**config.mk**
```make
export PLATFORM = sky130hd
export DESIGN_NAME = hazard_stall_unit
export DESIGN_NICKNAME = d
export VERILOG_FILES = /design/src/rtl/cpu_pkg.sv /design/src/rtl/sb_shift.sv /design/src/rtl/hazard_stall_unit.sv
export SDC_FILE = /design/constraint.sdc
export NUM_CORES = 1
export LEC_CHECK = 0
export CELL_PAD_IN_SITES_DETAIL_PLACEMENT = 1
export CELL_PAD_IN_SITES_GLOBAL_PLACEMENT = 2
export CORE_ASPECT_RATIO = 0.6
export CORE_MARGIN = 4
export CORE_UTILIZATION = 32
export DETAILED_ROUTE_END_ITERATION = 10
export HOLD_SLACK_MARGIN = 0.08
export PLACE_DENSITY = 0.86
export SETUP_SLACK_MARGIN = 0.2
export SYNTH_ARGS = -nofsm -noshare
export SYNTH_HDL_FRONTEND = slang
export SYNTH_SLANG_ARGS = --single-unit
```
**constraint.sdc**
```tcl
create_clock -name clk -period 4.3 [get_ports clk]
set_input_delay 1.075 -clock clk [delete_from_list [all_inputs] [get_ports clk]]
set_output_delay 1.075 -clock clk [all_outputs]
set_load 0.02 [all_outputs]
```
**src/rtl/cpu_pkg.sv**
```systemverilog
// Shared CPU definitions: register index width,
// scoreboard entry layout and hazard FSM states.
package cpu_pkg;

    localparam int REG_W      = 4;
    localparam int STAGES_MAX = 6;

    typedef struct packed {
        logic             valid;
        logic [REG_W-1:0] rd;
        logic             load;
    } sb_entry_t;

    typedef enum logic [0:0] {
        ST_RUN   = 1'b0,
        ST_STALL = 1'b1
    } fsm_state_t;

endpackage

```
**src/rtl/sb_shift.sv**
```systemverilog
// In-flight register-write scoreboard; entry 0 is youngest.
// A stalled cycle pushes a bubble, flush empties every entry.
module sb_shift
    import cpu_pkg::*;
#(
    parameter int STAGES = 3
) (
    input  logic                   clk,
    input  logic                   reset,
    input  logic                   flush,
    input  logic                   stall,
    input  sb_entry_t              ins,
    output sb_entry_t [STAGES-1:0] entries
);

    sb_entry_t [STAGES-1:0] entries_q;
    sb_entry_t [STAGES-1:0] entries_d;

    // Shift toward older stages; flush beats shift and load.
    always_comb begin
        entries_d = entries_q;
        if (flush) begin
            entries_d = '0;
        end else begin
            for (int i = STAGES - 1; i >= 1; i--) begin
                entries_d[i] = entries_q[i-1];
            end
            entries_d[0] = stall ? sb_entry_t'('0) : ins;
        end
    end

    // Scoreboard register, cleared asynchronously.
    always_ff @(posedge clk or posedge reset) begin
        if (reset) begin
            entries_q <= '0;
        end else begin
            entries_q <= entries_d;
        end
    end

    assign entries = entries_q;

endmodule

```
**src/rtl/hazard_stall_unit.sv**
```systemverilog
// Decode hazard detector: stalls IF/ID on in-flight writes,
// with saturating stall-cycle and stall-episode counters.
module hazard_stall_unit #(
    parameter int STAGES = 3,
    parameter int FWD    = 1,
    parameter int CNT_W  = 16
) (
    input  logic             clk,
    input  logic             reset,
    input  logic             flush,
    input  logic             id_write,
    input  logic [3:0]       id_writeReg,
    input  logic [3:0]       id_readReg0,
    input  logic [3:0]       id_readReg1,
    input  logic             id_immediate,
    input  logic             id_ReadMem,
    input  logic             id_WriteMem,
    output logic             stall,
    output logic             bubble,
    output logic [CNT_W-1:0] stall_cycles,
    output logic [CNT_W-1:0] stall_events
);

    import cpu_pkg::*;

    sb_entry_t [STAGES-1:0] sb;
    sb_entry_t              ins;
    logic                   use1;
    logic [STAGES-1:0]      match;
    logic [STAGES-1:0]      qual;
    logic                   hazard;

    fsm_state_t       state_q, state_d;
    logic [CNT_W-1:0] cycles_q, cycles_d;
    logic [CNT_W-1:0] events_q, events_d;

    sb_shift #(
        .STAGES (STAGES)
    ) u_sb (
        .clk     (clk),
        .reset   (reset),
        .flush   (flush),
        .stall   (stall),
        .ins     (ins),
        .entries (sb)
    );

    // Source matching against every entry; with forwarding
    // only a load sitting in the youngest entry can hurt.
    always_comb begin
        ins.valid = id_write;
        ins.rd    = id_writeReg;
        ins.load  = id_ReadMem;
        use1      = !id_immediate || id_WriteMem;
        for (int e = 0; e < STAGES; e++) begin
            match[e] = sb[e].valid &&
                       ((sb[e].rd == id_readReg0) ||
                        (use1 && (sb[e].rd == id_readReg1)));
            qual[e]  = (FWD == 0) || ((e == 0) && sb[e].load);
        end
        hazard = |(match & qual);
        stall  = hazard && !flush;
        bubble = stall;
    end

    // FSM next state and saturating performance counters.
    always_comb begin
        state_d  = state_q;
        cycles_d = cycles_q;
        events_d = events_q;
        if (flush) begin
            state_d = ST_RUN;
        end else begin
            state_d = stall ? ST_STALL : ST_RUN;
        end
        if (stall && (cycles_q != '1)) begin
            cycles_d = cycles_q + 1'b1;
        end
        if (stall && (state_q == ST_RUN) && (events_q != '1)) begin
            events_d = events_q + 1'b1;
        end
    end

    // FSM and counter registers.
    always_ff @(posedge clk or posedge reset) begin
        if (reset) begin
            state_q  <= ST_RUN;
            cycles_q <= '0;
            events_q <= '0;
        end else begin
            state_q  <= state_d;
            cycles_q <= cycles_d;
            events_q <= events_d;
        end
    end

    assign stall_cycles = cycles_q;
    assign stall_events = events_q;

endmodule
```
==> impl_metrics.tcl, run 1 <==
set metrics [dict create \
    outcome "finished clean" \
    area_growth_syn_to_layout_pct 34.4 \
    peakVddDrop_uv 128 \
    start_util_pct 33.1 \
    grt_max_degree 40 \
    slew_headroom_pct 65.9 \
    dp_hpwl_um 3860 \
    syn_inst 187 \
    gp_routability_congestion 0.828 \
    hold_path.class "flip-flop to flip-flop" \
    cp_slowest_cell "clkdlybuf4s50_1" \
    drt_iter0_drc 58 \
    diodes 0 \
    finalWirelength_um 5200 \
    numCtsBuffers 5 \
    post_cts_buffers 0 \
    hold_slack_ns 0.511 \
    seq_area_frac_synth_pct 48.2 \
    ioPinCount 53 \
    fmax_ghz 0.260 \
    layout_min_cycle_time_ns 3.85 \
    clock_sinks 39 \
    netlist_top_cells_area "dfrtp_1 48%, xor2_1 9.1%, xnor2_1 5.6%" \
    rows 22 \
    cts_htree_levels 2 \
    drc 0 \
    cts.clk_slew.worst_paths_ns 0.08 \
    setup_tns_ns 0 \
    syn_nets 208 \
    startpoint_type "input pin" \
    worstMarginPinSlew_ns 0.512 \
    avgRoutedWirePerCell_um 15.9 \
    slowest_delay_ns 0.41 \
    p_total_mw 0.718 \
    dieWidth_um 111 \
    rsz0062_at_grt "false" \
    leakage_nw 1.17 \
    overflow 0 \
    vias_per_cell 4.77 \
    clk_path_buf_depth 2 \
    worstPathRequired_ns 3.22 \
    synth_top_cell_area_share_pct 48.2 \
    cp_top_family "buffers and inverters" \
    clock_skew_ns 0.00794 \
    path_buf_inv 3 \
    final-setup-viol-count 0 \
    ant_nets 0 \
    drt-pass1-iter-count 4 \
    critPathArrivalTime_ns 2.77 \
    hold_viol 0 \
    synth-seq-cells 39 \
    p_per_area_nw_per_um2 264 \
    finalNetCount 264 \
    cap_violations 0 \
    grt_pass1_vias 1605 \
    avgSynthCellArea_um2 10.8 \
    setup_ws_ns 0.452 \
    grt_usage_pct 14.1 \
    grt_pass1_wl_um 8880 \
    dieArea_um2 7700 \
    cp-end-kind "output pin" \
    cts_tree "yes" \
    drive_above_1_share_pct 9.84 \
    crit_type "input pin to output pin" \
    io_buffers 52 \
    root_buffer "clkbuf_8" \
    die_h_um 69.6 \
    path_max_fanout 3 \
    post-place-ws_ns 0.152 \
    vias 1564 \
    synth_top_area_cell "dfrtp_1" \
    antenna_found_initial 0 \
    period_share_pct 89.5 \
    crit_chain "clkdlybuf4s50_1 -> xor2_1 -> nor4_2 -> a41oi_1 -> or2_1 -> inv_1 -> dlygate4sd2_1" \
    drv_slew 0 \
    yosysWarnings 0 \
    core_area_um2 6110 \
    post_synth_num_cell_types 30 \
    insertion_delay_ns 0.29 \
    syn-cell-area_um2 2020 \
]
==> cells in the mapped netlist <==
library cell  number
nand2b_1           1
a21oi_1            1
nor2_1            14
and3_1             3
nor3b_1            2
and2_1             7
buf_1              1
nor4_2             4
a31oi_1            1
nor3_1             8
mux2_2             5
buf_12             1
inv_1              8
nor2b_1            1
buf_4              1
nor4_4             4
ha_1               2
buf_6              1
a41oi_1            2
xnor2_1           13
nand3b_1           1
xor2_1            21
nand4_1            7
nor4b_1            2
buf_2              3
nand3_1           18
dfrtp_1           39
nor4_1             5
or2_1              1
nand2_1           10
==> state kept, by name (all words and copies together), names as in the netlist <==
signal and flops:
stall_cycles 16, stall_events 16, state_q 1, u_sb.entries 6
==> final timing paths <==
kind	startpoint	to	slack (ns)	depth (start not counted)
max	id_readReg0[2]	stall	0.45	7
max reg2reg	u_sb.entries[3]	stall_events[1]	2.09	7
min in group asynchronous	reset	stall_cycles[11]	1.22	3
min reg2reg	stall_events[6]	stall_events[6]	0.51	1
min	stall_events[6]	stall_events[6]	0.51	1
max in group asynchronous	reset	stall_events[1]	2.73	3
==> power by group <==
| part | switching [mW] | total, mW | internal [mW] |
|---|---|---|---|
| Clock | 0.127 | 0.274 | 0.147 |
| Combinational | 0.0260 | 0.0589 | 0.0328 |
| Sequential | 0.0108 | 0.385 | 0.374 |
| Total | 0.164 | 0.718 | 0.554 |
==> through the flow <==
| stage | area (um2) | cells | util, % |
|---|---|---|---|
| after floorplan | 2020 | 187 | - |
| after global placement | 2620 | 320 | 42.9 |
| after detailed placement | 2620 | 320 | 42.9 |
| after CTS | 2720 | 328 | 44.5 |
| after global routing | 2720 | 328 | 44.5 |
| final | 2720 | 328 | 44.5 |
==> area by class of cell <==
cell class,count,area [um2]
fillers,700,3390
flip-flops and latches,39,976
multi-input cells,133,960
repair buffers,56,548
well taps,84,105
clock buffers,8,100
inverters,8,30.0
==> what timing repair did <==
action	CTS	global route
hold buffers	0	0
resized for setup	2	0
endpoints found under the setup margin	2	0
==> logic make-up after synthesis <==
group,after synthesis,synth area share (%)
AO/OA/AOI/OAI,4,1.42
XOR/XNOR,34,14.7
adder cells (fa/ha/maj),2,1.24
buffers and inverters,15,4.33
flip-flops,39,48.2
multiplexers,5,2.78
AND/OR/NAND/NOR,88,27.3
==> per-layer routing <==
| layer | vias up | global-route usage, % | wire [um] |
|---|---|---|---|
| met5 | - | 0 | 0 |
| met2 | 41 | 16.9 | 1900 |
| li1 | 765 | - | - |
| met4 | 0 | 2.46 | 18 |
| met3 | 4 | 4.36 | 243 |
| met1 | 754 | 23.8 | 3040 |
==> placed cells by master, fill, tap and decap left out <==
cell type	Yosys	layout
nand4_1	7	7
a21oi_1	1	1
nand3_1	18	18
a41oi_1	2	2
and3_1	3	3
or2_1	1	1
nor4_4	4	4
nor3_1	8	8
clkbuf_8	0	7
nor2b_1	1	1
nor4_2	4	4
nor2_1	14	14
nand2b_1	1	1
xnor2_1	13	13
xor2_1	21	21
nand2_1	10	10
nor4b_1	2	2
buf_4	1	4
nor3b_1	2	2
dlygate4sd2_1	0	2
ha_1	2	2
and2_1	7	7
a31oi_1	1	1
mux2_2	5	5
dfrtp_1	39	39
inv_1	8	8
clkbuf_1	0	1
nand3b_1	1	1
nor4_1	5	5
clkdlybuf4s50_1	0	50
No activity file was read; power rests on OpenSTA's default activity.
==> run 2: changes to the inputs <==
--- a/config.mk
+++ b/config.mk
@@ -13,6 +13,7 @@
 export DETAILED_ROUTE_END_ITERATION = 10
 export HOLD_SLACK_MARGIN = 0.08
 export PLACE_DENSITY = 0.86
+export RECOVER_POWER = 100
 export SETUP_SLACK_MARGIN = 0.2
 export SYNTH_ARGS = -nofsm -noshare
 export SYNTH_HDL_FRONTEND = slang
==> impl_metrics.tcl, run 2 (synthesis gave the netlist of run 1 again) <==
set metrics [dict create \
    grt_pass1_wl_um 8880 \
    power.internal_mw 0.551 \
    ant_nets 0 \
    finalWirelength_um 5170 \
    cts_hold_buf 0 \
    slew_headroom_pct -43.0 \
    rows 22 \
    violations "capacitance limit, slew limit" \
    hold_viol 0 \
    combinationalPowerShare_pct 7.7 \
    regToRegEndpoint "stall_events[1]" \
    grt_max_degree 40 \
    hold_path.class "flip-flop to flip-flop" \
    clk_path_buf_depth 2 \
    peakVddDrop_uv 125 \
    layout_commonest_cell "dfrtp_1" \
    layout_common_cells "39 x dfrtp_1, 34 x dlygate4sd3_1, 21 x xor2_1" \
    crit_type "input pin to output pin" \
    p_total_mw 0.714 \
    start_util_pct 33.1 \
    ioPinCount 53 \
    path_max_fanout 3 \
    avgRoutedWirePerCell_um 15.8 \
    overflow 0 \
    numCtsBuffers 5 \
    worstPathRequired_ns 3.22 \
    cts.clk_slew.worst_paths_ns 0.08 \
    dieWidth_um 111 \
    insertion_delay_ns 0.29 \
    clock_sinks 39 \
    rr_startpoint "u_sb.entries[3]" \
    layout_min_cycle_time_ns 3.95 \
    drc 0 \
    p_switching_mw 0.164 \
    clock_skew_ns 0.00711 \
    root_buffer "clkbuf_8" \
    drv_slew 40 \
    rr_worst_depth 7 \
    r2r_slack_ns 1.79 \
    area_growth_syn_to_layout_pct 30.7 \
    p_seq_share_pct 53.9 \
    core_area_um2 6110 \
    placedCellCount 320 \
    cts_htree_levels 2 \
    dieArea_um2 7700 \
    crit_start "id_readReg0[3]" \
    startpoint_type "input pin" \
    finalNetCount 264 \
    cap_violations 1 \
    cts_resized 2 \
    p_sw_share_pct 22.9 \
    post-place-ws_ns 0.152 \
    worstMarginPinSlew_ns 2.14 \
    drive_above_1_share_pct 6.15 \
    critPathArrivalTime_ns 2.88 \
    rsz0062_at_grt "false" \
    drt-pass1-iter-count 4 \
    drt_iter0_drc 57 \
    period_share_pct 91.9 \
    grt_usage_pct 14.1 \
    cts_tree "yes" \
    worstSetupEndpoint "stall" \
    vias 1572 \
    outcome "complete, but fails checks" \
    post_cts_buffers 0 \
    io_buffers 52 \
    antenna_found_initial 0 \
    instances_no_fill 328 \
    diodes 0 \
    cp-end-kind "output pin" \
    p_per_area_nw_per_um2 270 \
    vias_per_cell 4.79 \
    die_h_um 69.6 \
    final-setup-viol-count 0 \
    hold_slack_ns 0.505 \
    setup_tns_ns 0 \
    dp_hpwl_um 3860 \
    leakage_nw 1.25 \
    gp_routability_congestion 0.828 \
    grt_pass1_vias 1605 \
    setup_ws_ns 0.349 \
    power_frac_clock_pct 38.4 \
    fmax_ghz 0.253 \
]
run 2: changes by cell type in the layout (fill, tap and decap cells not counted), sizes merged:
| cell | previous run | this run |
|---|---|---|
| clkdlybuf4s50 | 50 | 16 |
| dlygate4sd3 | 0 | 34 |
| buf | 4 | 1 |
| clkbuf | 8 | 11 |
run 2: routing by layer:
metal  GRT usage [%]  vias up  routed length (um)
met5               0        -                   0
met4            2.46        0                  18
met3            4.36        4                 248
met2            16.9       41                1910
met1            23.8      765                2990
li1                -      762                   -
run 2: worst max-delay path: stages:
cell           delay [ns]
dlygate4sd3_1        0.55
xor2_1               0.17
nor4_1               0.25
a41oi_1              0.07
or2_0                0.23
inv_1                0.15
dlygate4sd2_1        0.37
run 2: worst min path at each step:
stage / startpoint / to / slack (ns) / depth (start not counted)
2_1_floorplan: stall_cycles[9] / stall_cycles[9] / 0.60 / 1
3_3_place_gp: stall_events[6] / stall_events[6] / 0.49 / 1
3_5_place_dp: stall_cycles[9] / stall_cycles[9] / 0.49 / 1
4_1_cts: stall_cycles[9] / stall_cycles[9] / 0.51 / 1
5_1_grt: stall_events[9] / stall_events[9] / 0.53 / 1
6_report: stall_events[6] / stall_events[6] / 0.51 / 1
run 2: power groups by stage:
stage | Sequential (mW) | Clock, mW | Combinational [mW]
2_1_floorplan | 0.395 | 0 | 0.0215
3_3_place_gp | 0.392 | 0 | 0.0590
3_5_place_dp | 0.392 | 0 | 0.0602
4_1_cts | 0.385 | 0.284 | 0.0605
5_1_grt | 0.386 | 0.304 | 0.0613
6_report | 0.385 | 0.274 | 0.0551
run 2: cell type report:
type	instances	area, um2
Sequential cell	39	976
Clock buffer	8	100
Multi-Input combinational cell	133	896
Timing Repair Buffer	56	537
Tap cell	84	105
Inverter	8	30.0
Fill cell	705	3470
run 2: metrics by stage:
stage	utilization (%)	instance area [um2]
final	43.3	2640
after detailed placement	42.9	2620
after floorplan	-	2020
after global routing	43.3	2640
after global placement	42.9	2620
after CTS	44.5	2720
